$ cat src/rtl/btn_pkg.sv
// Shared state encoding and sizing helper for the push-button conditioner.
package btn_pkg;

  typedef enum logic [1:0] {
    IDLE,
    PRESS_WAIT,
    PRESSED,
    RELEASE_WAIT
  } btn_state_t;

  // Bits needed to hold 0..cycles; never narrower than one bit.
  function automatic int cnt_width(input int cycles);
    return (cycles < 1) ? 1 : $clog2(cycles + 1);
  endfunction

endpackage

$ cat src/rtl/button_debounce_ch.sv
// One button channel: 2-flop synchronizer, debounce FSM and press/release pulses.
// Defining BTN_AUTOREPEAT_EN adds periodic press re-pulses while the button is held.
module button_debounce_ch
  import btn_pkg::*;
#(
  parameter int DEBOUNCE_CYCLES = 500000
`ifdef BTN_AUTOREPEAT_EN
  , parameter int REPEAT_CYCLES = 12500000
`endif
) (
  input  logic clk,
  input  logic reset,
  input  logic pressed_i,
  output logic level_o,
  output logic press_o,
  output logic release_o
);

  // State table
  //   IDLE         | released, waiting for the synchronized input to go high
  //   PRESS_WAIT   | input high, counting stable cycles before accepting the press
  //   PRESSED      | press accepted, level output high
  //   RELEASE_WAIT | input low, counting stable cycles before accepting the release

  localparam int CNT_W = cnt_width(DEBOUNCE_CYCLES);
  localparam logic [CNT_W-1:0] CNT_LAST = CNT_W'(DEBOUNCE_CYCLES - 1);
  localparam logic [CNT_W-1:0] CNT_MAX  = '1;

  logic             sync1_q, sync2_q;
  btn_state_t       state_q, state_d;
  logic [CNT_W-1:0] cnt_q, cnt_d, cnt_inc;
  logic             level_q, level_d;
  logic             press_q, press_d;
  logic             release_q, release_d;
  logic             rep_fire;

  always_ff @(posedge clk or negedge reset) begin
    if (!reset) begin
      sync1_q <= 1'b0;
      sync2_q <= 1'b0;
    end else begin
      sync1_q <= pressed_i;
      sync2_q <= sync1_q;
    end
  end

  assign cnt_inc = (cnt_q == CNT_MAX) ? cnt_q : cnt_q + CNT_W'(1);

  always_comb begin
    state_d = state_q;
    cnt_d   = cnt_q;
    case (state_q)
      IDLE: begin
        if (sync2_q) begin
          state_d = PRESS_WAIT;
          cnt_d   = '0;
        end
      end
      PRESS_WAIT: begin
        if (!sync2_q)              state_d = IDLE;
        else if (cnt_q == CNT_LAST) state_d = PRESSED;
        else                        cnt_d   = cnt_inc;
      end
      PRESSED: begin
        if (!sync2_q) begin
          state_d = RELEASE_WAIT;
          cnt_d   = '0;
        end
      end
      RELEASE_WAIT: begin
        if (sync2_q)               state_d = PRESSED;
        else if (cnt_q == CNT_LAST) state_d = IDLE;
        else                        cnt_d   = cnt_inc;
      end
      default: state_d = IDLE;
    endcase
  end

`ifdef BTN_AUTOREPEAT_EN
  localparam int REP_W = cnt_width(REPEAT_CYCLES);
  localparam logic [REP_W-1:0] REP_LAST = REP_W'(REPEAT_CYCLES - 1);

  logic [REP_W-1:0] rep_q, rep_d;

  // Counter only advances while held in PRESSED; RELEASE_WAIT freezes it.
  always_comb begin
    rep_d    = rep_q;
    rep_fire = 1'b0;
    if (state_d == IDLE || state_d == PRESS_WAIT) begin
      rep_d = '0;
    end else if (state_q == PRESSED && state_d == PRESSED) begin
      if (rep_q == REP_LAST) begin
        rep_d    = '0;
        rep_fire = 1'b1;
      end else begin
        rep_d = rep_q + REP_W'(1);
      end
    end
  end

  always_ff @(posedge clk or negedge reset) begin
    if (!reset) rep_q <= '0;
    else        rep_q <= rep_d;
  end
`else
  assign rep_fire = 1'b0;
`endif

  // Outputs are registered from the next state so they line up with the state change.
  always_comb begin
    level_d   = (state_d == PRESSED) || (state_d == RELEASE_WAIT);
    press_d   = ((state_q == PRESS_WAIT) && (state_d == PRESSED)) || rep_fire;
    release_d = (state_q == RELEASE_WAIT) && (state_d == IDLE);
  end

  always_ff @(posedge clk or negedge reset) begin
    if (!reset) begin
      state_q   <= IDLE;
      cnt_q     <= '0;
      level_q   <= 1'b0;
      press_q   <= 1'b0;
      release_q <= 1'b0;
    end else begin
      state_q   <= state_d;
      cnt_q     <= cnt_d;
      level_q   <= level_d;
      press_q   <= press_d;
      release_q <= release_d;
    end
  end

  assign level_o   = level_q;
  assign press_o   = press_q;
  assign release_o = release_q;

endmodule

$ cat src/rtl/button_conditioner.sv
// Push-button front end: polarity normalise, then one independent debounce channel per button.
// Defining BTN_AUTOREPEAT_EN enables auto-repeat press pulses in every channel.
module button_conditioner
  import btn_pkg::*;
#(
  parameter int N_BTN           = 3,
  parameter int DEBOUNCE_CYCLES = 500000,
  parameter int ACTIVE_LOW_BTN  = 1,
  parameter int REPEAT_CYCLES   = 12500000
) (
  input  logic             clk,
  input  logic             reset,
  input  logic [N_BTN-1:0] btn_raw,
  output logic [N_BTN-1:0] btn_level,
  output logic [N_BTN-1:0] btn_press,
  output logic [N_BTN-1:0] btn_release
);

  if (DEBOUNCE_CYCLES < 1 || REPEAT_CYCLES < 1) begin : g_bad_cfg
    $error("button_conditioner: DEBOUNCE_CYCLES and REPEAT_CYCLES must be >= 1");
  end

  logic [N_BTN-1:0] pressed_raw;

  assign pressed_raw = (ACTIVE_LOW_BTN != 0) ? ~btn_raw : btn_raw;

  for (genvar i = 0; i < N_BTN; i++) begin : g_ch
    button_debounce_ch #(
      .DEBOUNCE_CYCLES(DEBOUNCE_CYCLES)
`ifdef BTN_AUTOREPEAT_EN
      , .REPEAT_CYCLES(REPEAT_CYCLES)
`endif
    ) u_ch (
      .clk      (clk),
      .reset    (reset),
      .pressed_i(pressed_raw[i]),
      .level_o  (btn_level[i]),
      .press_o  (btn_press[i]),
      .release_o(btn_release[i])
    );
  end

endmodule

$ cat config.mk
export PLATFORM = sky130hd
export DESIGN_NAME = button_conditioner
export DESIGN_NICKNAME = d
export VERILOG_FILES = /design/src/rtl/btn_pkg.sv /design/src/rtl/button_debounce_ch.sv /design/src/rtl/button_conditioner.sv
export SDC_FILE = /design/constraint.sdc
export NUM_CORES = 1
export LEC_CHECK = 0
export CORE_ASPECT_RATIO = 1.4
export CORE_MARGIN = 2
export CORE_UTILIZATION = 31
export DETAILED_ROUTE_END_ITERATION = 7
export GPL_TIMING_DRIVEN = 0
export SLEW_MARGIN = 25
export SYNTH_ARGS = -nofsm -noshare
export SYNTH_HDL_FRONTEND = slang
export SYNTH_SLANG_ARGS = --single-unit
$ cat constraint.sdc
create_clock -name clk -period 3.9 [get_ports clk]
set_input_delay 0.78 -clock clk [delete_from_list [all_inputs] [get_ports clk]]
set_output_delay 0.78 -clock clk [all_outputs]
set_load 0.01 [all_outputs]
# Word level (Yosys, flattened, before mapping)

Index checks and enable logic that the tools add are counted.

Bitwise gates (word level): 1
Reduce and logical (&&, ||, !) cells: 18
Equality and inequality tests: 33
Add/subtract/negate cells: 3
Muxes and demuxes: 42

Operator list:

| kind                    | count |
|---|---|
| $mux W19                | 18 |
| $pmux W19 S4            | 3 |
| $eq A19 B19 Y1 const B  | 6 |
| $add A19 B1 Y19 const B | 3 |
| $mux W2                 | 18 |
| $eq A2 B2 Y1 const B    | 12 |
| $pmux W2 S4             | 3 |
| $logic_not A2 Y1        | 6 |
| $ne A2 B1 Y1 const B    | 6 |
| $ne A2 B2 Y1 const B    | 6 |
| $reduce_and A4 Y1       | 3 |
| $eq A2 B1 Y1 const B    | 3 |
| $logic_and A1 B1 Y1     | 6 |
| $logic_or A1 B1 Y1      | 3 |
| $not A3 Y3              | 1 |

Word-level logic and storage cells: 118
Bits of input ports: 5
Flip-flop bits (word level): 78

# Depth between registers and ports, before layout

Depth after elaboration: 6
Mapped depth: 8

# Cells and area by module

From an unflattened synthesis, not the netlist that was laid out.

Cells, all modules: 453
Area total of the unflattened synthesis: 4320.4 sq um

By module, submodules not included:

| module                                | cells an instance | area an instance (sq um) | instances |
|---|---|---|---|
| button_debounce_ch (g_ch[1].u_ch ...) | 151               | 1440.1                   | 2 |
| button_debounce_ch (g_ch[0].u_ch)     | 148               | 1428.9                   | 1 |
| button_conditioner                    | 3                 | 11.3                     | 1 |

# Worst setup path after synthesis

No wires, ideal clock.

Path type: register to register
From: register g_ch[2].u_ch.cnt_q[0]
To: register g_ch[2].u_ch.cnt_q[7]
Clock period less this slack: 2005 ps
Arrival: 1927 ps
Cell stages (with the launch flop): 9
Slack: 1895 ps
Library setup time: 78 ps
Cell sequence: dfrtp_1 > ha_1 > nand3_2 > or4_4 > nor2_2 > buf_4 > buf_6 > o31ai_1 > a21oi_1

Word-level cells in the longest chain between the ends: 5
Elaborated cells on any way between the ends: 8

Ends and longest elaborated chain:

| what                                                     | RTL line                                           | RTL |
|---|---|---|
| from (decl)                                              | button_debounce_ch.sv:31                           | `logic [CNT_W-1:0] cnt_q, cnt_d, cnt_inc;` |
| from (signal assigned)                                   | button_debounce_ch.sv:125                          | `cnt_q <= cnt_d;` |
| $add A19 B1 Y19 / $eq A19 B19 Y1 (equally long branches) | button_debounce_ch.sv:47                           | `assign cnt_inc = (cnt_q == CNT_MAX) ? cnt_q : cnt_q + CNT_W'(1);` |
| $mux W19                                                 | button_debounce_ch.sv:47                           |  |
| $mux W19 *                                               | button_debounce_ch.sv:61, button_debounce_ch.sv:72 |  |
| $mux W19 (on tied branches)                              | button_debounce_ch.sv:71, button_debounce_ch.sv:60 |  |
| $pmux W19 S4 *                                           | button_debounce_ch.sv:52                           | `case (state_q)` |

Mark *: on every way between the ends. The rest lies on a longest branch, timed or not. The select of a mux whose other input is x is not followed.
A chain may end at the register's enable or synchronous reset.

# Final worst setup path

From: register g_ch[0].u_ch.cnt_q[0]
To: register g_ch[0].u_ch.cnt_q[12]

Word-level cells in the longest chain between the ends: 5
Elaborated cells on any way between the ends: 8

Ends and longest elaborated chain:

| what                                                     | RTL line |
|---|---|
| from (decl)                                              | button_debounce_ch.sv:31 |
| from (signal assigned)                                   | button_debounce_ch.sv:125 |
| $add A19 B1 Y19 / $eq A19 B19 Y1 (equally long branches) | button_debounce_ch.sv:47 |
| $mux W19                                                 | button_debounce_ch.sv:47 |
| $mux W19 *                                               | button_debounce_ch.sv:61, button_debounce_ch.sv:72 |
| $mux W19 (on tied branches)                              | button_debounce_ch.sv:71, button_debounce_ch.sv:60 |
| $pmux W19 S4 *                                           | button_debounce_ch.sv:52 |

Marked as above.

==> impl_metrics.json <==
{
  "hold_viol": 0,
  "synth_compound_area_share_pct": 14.60,
  "synth_top_family_by_area": "simple AND/OR/NAND/NOR gates",
  "vias": 3468,
  "grt_pass1_vias": 3426,
  "power_mw": 1.908,
  "synth-edff-count": 0,
  "netlist.area_leader.share_pct": 46.58,
  "fin_crit_ps": 2404,
  "ys_top_cells_by_area": "dfrtp_1 47%, a21oi_1 4.1%, nand2_1 3.3%, nand4_1 3.3%, or4_1 3.0%",
  "clock_latency_ps": 340,
  "cts_resized": 0,
  "critical_path_class": "flop to flop",
  "core_area_mm2": 0.01326,
  "clk_path_buf_depth": 2,
  "start_kind": "flop",
  "comb_power_share_pct": 4.7,
  "cts_setup_buffers": 0,
  "fmax_mhz": 416.0,
  "worst_pin_slew_ps": 682.2,
  "area_growth_pct": 17.26,
  "grt_pass1_wl_um": 15610,
  "crit_arrival_ps": 2680,
  "max_stage_delay_ps": 480,
  "path_cells": "ha_1 > and3_1 > nand4_1 > o21ai_0 > inv_1 > buf_2 > a21oi_1 > o21a_1",
  "p_leak_nw": 1.977,
  "syn_nets": 441,
  "syn_inst": 433,
  "cap_violations": 0,
  "power_density_mw_per_mm2": 388.4,
  "cp.required_ps": 4180,
  "grt_antenna_before_repair": 0,
  "crit_fanout": 10,
  "worstSetupEndpointType": "flop",
  "clkPwrFrac_pct": 50.6,
  "ant_nets": 0,
  "seq_area_frac_synth_pct": 46.58,
  "setup_slack_ps": 1496,
  "synth_area_leader_cell": "dfrtp_1",
  "drive_gt1_share_pct": 12.53,
  "routed-wl-met2_um": 4844,
  "die_h_um": 141.6,
  "netSwitchingFraction_pct": 22.02,
  "wl_met1_um": 3985,
  "critPathSlowestCell": "o21ai_0",
  "p_switching_mw": 0.4202,
  "synth-simple-area-share_pct": 27.62,
  "post-dp-hpwl_um": 6500,
  "grt_max_degree": 44,
  "ys_types": 58,
  "skew_ps": 6.097,
  "synth_xor_area_share_pct": 2.717,
  "synth_ff_type": "dfrtp_1",
  "async_flop_share_pct": 100.0,
  "num_rows": 50,
  "top_layer_used": "met4",
  "port_buffers": 13,
  "clk_pin_slew_worst_paths_ps": 60,
  "post_drt_via_cell_ratio": 5.377,
  "cts_tree": "done",
  "p_int_mw": 1.488,
  "grt_util_all_layers_pct": 13.32,
  "holdBufCountCts": 0,
  "cts_made_buffers": 9,
  "place_ws_ps": 1545,
  "start_util_pct": 31.59,
  "path_delay_family": "compound AO/OA/AOI/OAI gates",
  "fillers": 1344,
  "firstDrtPassIters": 4,
  "htreeDepth": 3,
  "slew_headroom_pct": 54.10,
  "drc": 0,
  "grt_setup_unrepaired": "false",
  "setup_viol": 0,
  "final_cells": 645,
  "grt_overflow_total": 0,
  "fin_crit_sh_pct": 61.63,
  "met3_length_um": 194,
  "drt-initial-drc-count": 145,
  "path_buf_inv": 2,
  "syn_area_mm2": 0.004190,
  "diodes": 0,
  "wire_per_inst_um": 14.15,
  "layout.nets": 466,
  "ir_drop_v": 0.0002343,
  "finalMaxSlewViolations": 0,
  "synth_fa_ha_area_share_pct": 0.8958,
  "routed_wirelength_um": 9126,
  "synth_mux_area_share_pct": 2.837,
  "p_seq_share_pct": 44.6,
  "die_w_um": 102.3,
  "place.gp.congestion": 0.8454,
  "hold_path.class": "flop to flop",
  "io_pins": 14,
  "multi_input_area_mm2": 0.002039,
  "die_area_mm2": 0.01448,
  "ff_latch_area_mm2": 0.001952,
  "yosys_warnings": 0,
  "synth-seq-cells": 78,
  "cts_sinks": 78,
  "post_synth.cell_area_avg_um2": 9.677,
  "status": "finished clean",
  "dpl.cell_count": 629,
  "ctsRootBufferMaster": "clkbuf_16"
}
per-stage QoR:
stage	area (um^2)	hold slack [ps]	TNS, ps	util [%]
after floorplan	4190	331.2	0	-
after global placement	4548	332.8	-62450	34.29
after detailed placement	4566	336.3	0	34.42
after CTS	4913	350.4	0	37.05
after global routing	4913	367.7	0	37.05
final	4913	347.4	0	37.05
synthesized netlist by cell type, types with 3 or more instances:
cell type,count
a21oi_1,34
a31o_2,5
a31oi_1,6
a41o_1,3
and3_1,10
and4_1,9
buf_4,10
buf_6,3
clkbuf_1,6
dfrtp_1,78
ha_1,3
inv_1,13
mux2_2,7
mux2i_1,4
nand2_1,37
nand2b_1,6
nand3_1,17
nand4_1,22
nor2_1,27
nor3_1,6
nor3b_1,8
nor4_1,7
nor4bb_1,3
o21ai_0,12
o31ai_1,15
o41ai_1,3
or2_2,4
or3_1,11
or4_1,17
xnor2_1,7
xor2_1,6
registers in the layout (all words and copies together), names as in the netlist:
register             count
g_ch.u_ch.cnt_q         57
g_ch.u_ch.sync1_q        3
g_ch.u_ch.press_o        3
g_ch.u_ch.state_q        6
g_ch.u_ch.release_o      3
g_ch.u_ch.level_o        3
g_ch.u_ch.sync2_q        3
worst register-to-register path: cells and delay by family, from the launching register on:
kind            cells  cell delay [ps]
compound gates      3              770
buf+inv             2              500
simple gates        2              480
fa+ha+maj           1              220
flops               1              390
logic make-up after synthesis:
kind of cell,count (synthesis)
AND/OR/NAND/NOR,198
AO/OA/AOI/OAI,94
flip-flops,78
buffers and inverters,36
XOR/XNOR,13
multiplexers,11
adder cells (fa/ha/maj),3
worst paths after layout:
kind	startpoint	end	slack (ps)	cells after the start
max	g_ch[0].u_ch.cnt_q[0]	g_ch[0].u_ch.cnt_q[12]	1500	8
max in group asynchronous	reset	g_ch[2].u_ch.state_q[1]	2900	2
min in group asynchronous	reset	g_ch[1].u_ch.cnt_q[9]	400	1
min reg2reg	g_ch[2].u_ch.sync1_q	g_ch[2].u_ch.sync2_q	350	0
max reg2reg	g_ch[0].u_ch.cnt_q[0]	g_ch[0].u_ch.cnt_q[12]	1500	8
min	g_ch[2].u_ch.sync1_q	g_ch[2].u_ch.sync2_q	350	0
cell usage in the layout (no fill, tap or decap), types with 7 or more instances in the layout:
master / n
clkbuf_16: 9
dfrtp_1: 78
mux2_2: 7
nand2_1: 37
xnor2_1: 7
clkdlybuf4s50_1: 12
and3_1: 10
nand3_1: 17
a21oi_1: 34
buf_4: 11
o31ai_1: 15
nor4_1: 7
nand4_1: 22
or4_1: 17
nor2_1: 27
or3_1: 11
o21ai_0: 12
nor3b_1: 8
inv_1: 13
and4_1: 9
cell type report:
type | instances | area share (%)
buffer | 22 | 2.979
clock buffer | 9 | 4.584
clock inverter | 7 | 2.496
inverter | 14 | 1.070
multi-input combinational | 319 | 41.51
sequential | 78 | 39.72
tap | 182 | 4.635
timing repair buffer | 14 | 3.005
per-layer routing:
metal / global-route usage [%] / up-vias
li1: - / 1682
met1: 15.66 / 1747
met2: 23.37 / 31
met3: 2.808 / 8
met4: 5.263 / 0
met5: 0 / -
power by group through the flow:
stage / clock [mW] / combinational (mW) / sequential [mW]
finish: 0.967 / 0.0904 / 0.851
detailed placement: 0 / 0.0921 / 0.866
global route: 1.03 / 0.104 / 0.855
global placement: 0 / 0.0877 / 0.865
CTS: 0.991 / 0.0925 / 0.851
floorplan: 0 / 0.0543 / 0.860
Note: power is estimated with default switching activity, not from simulation.
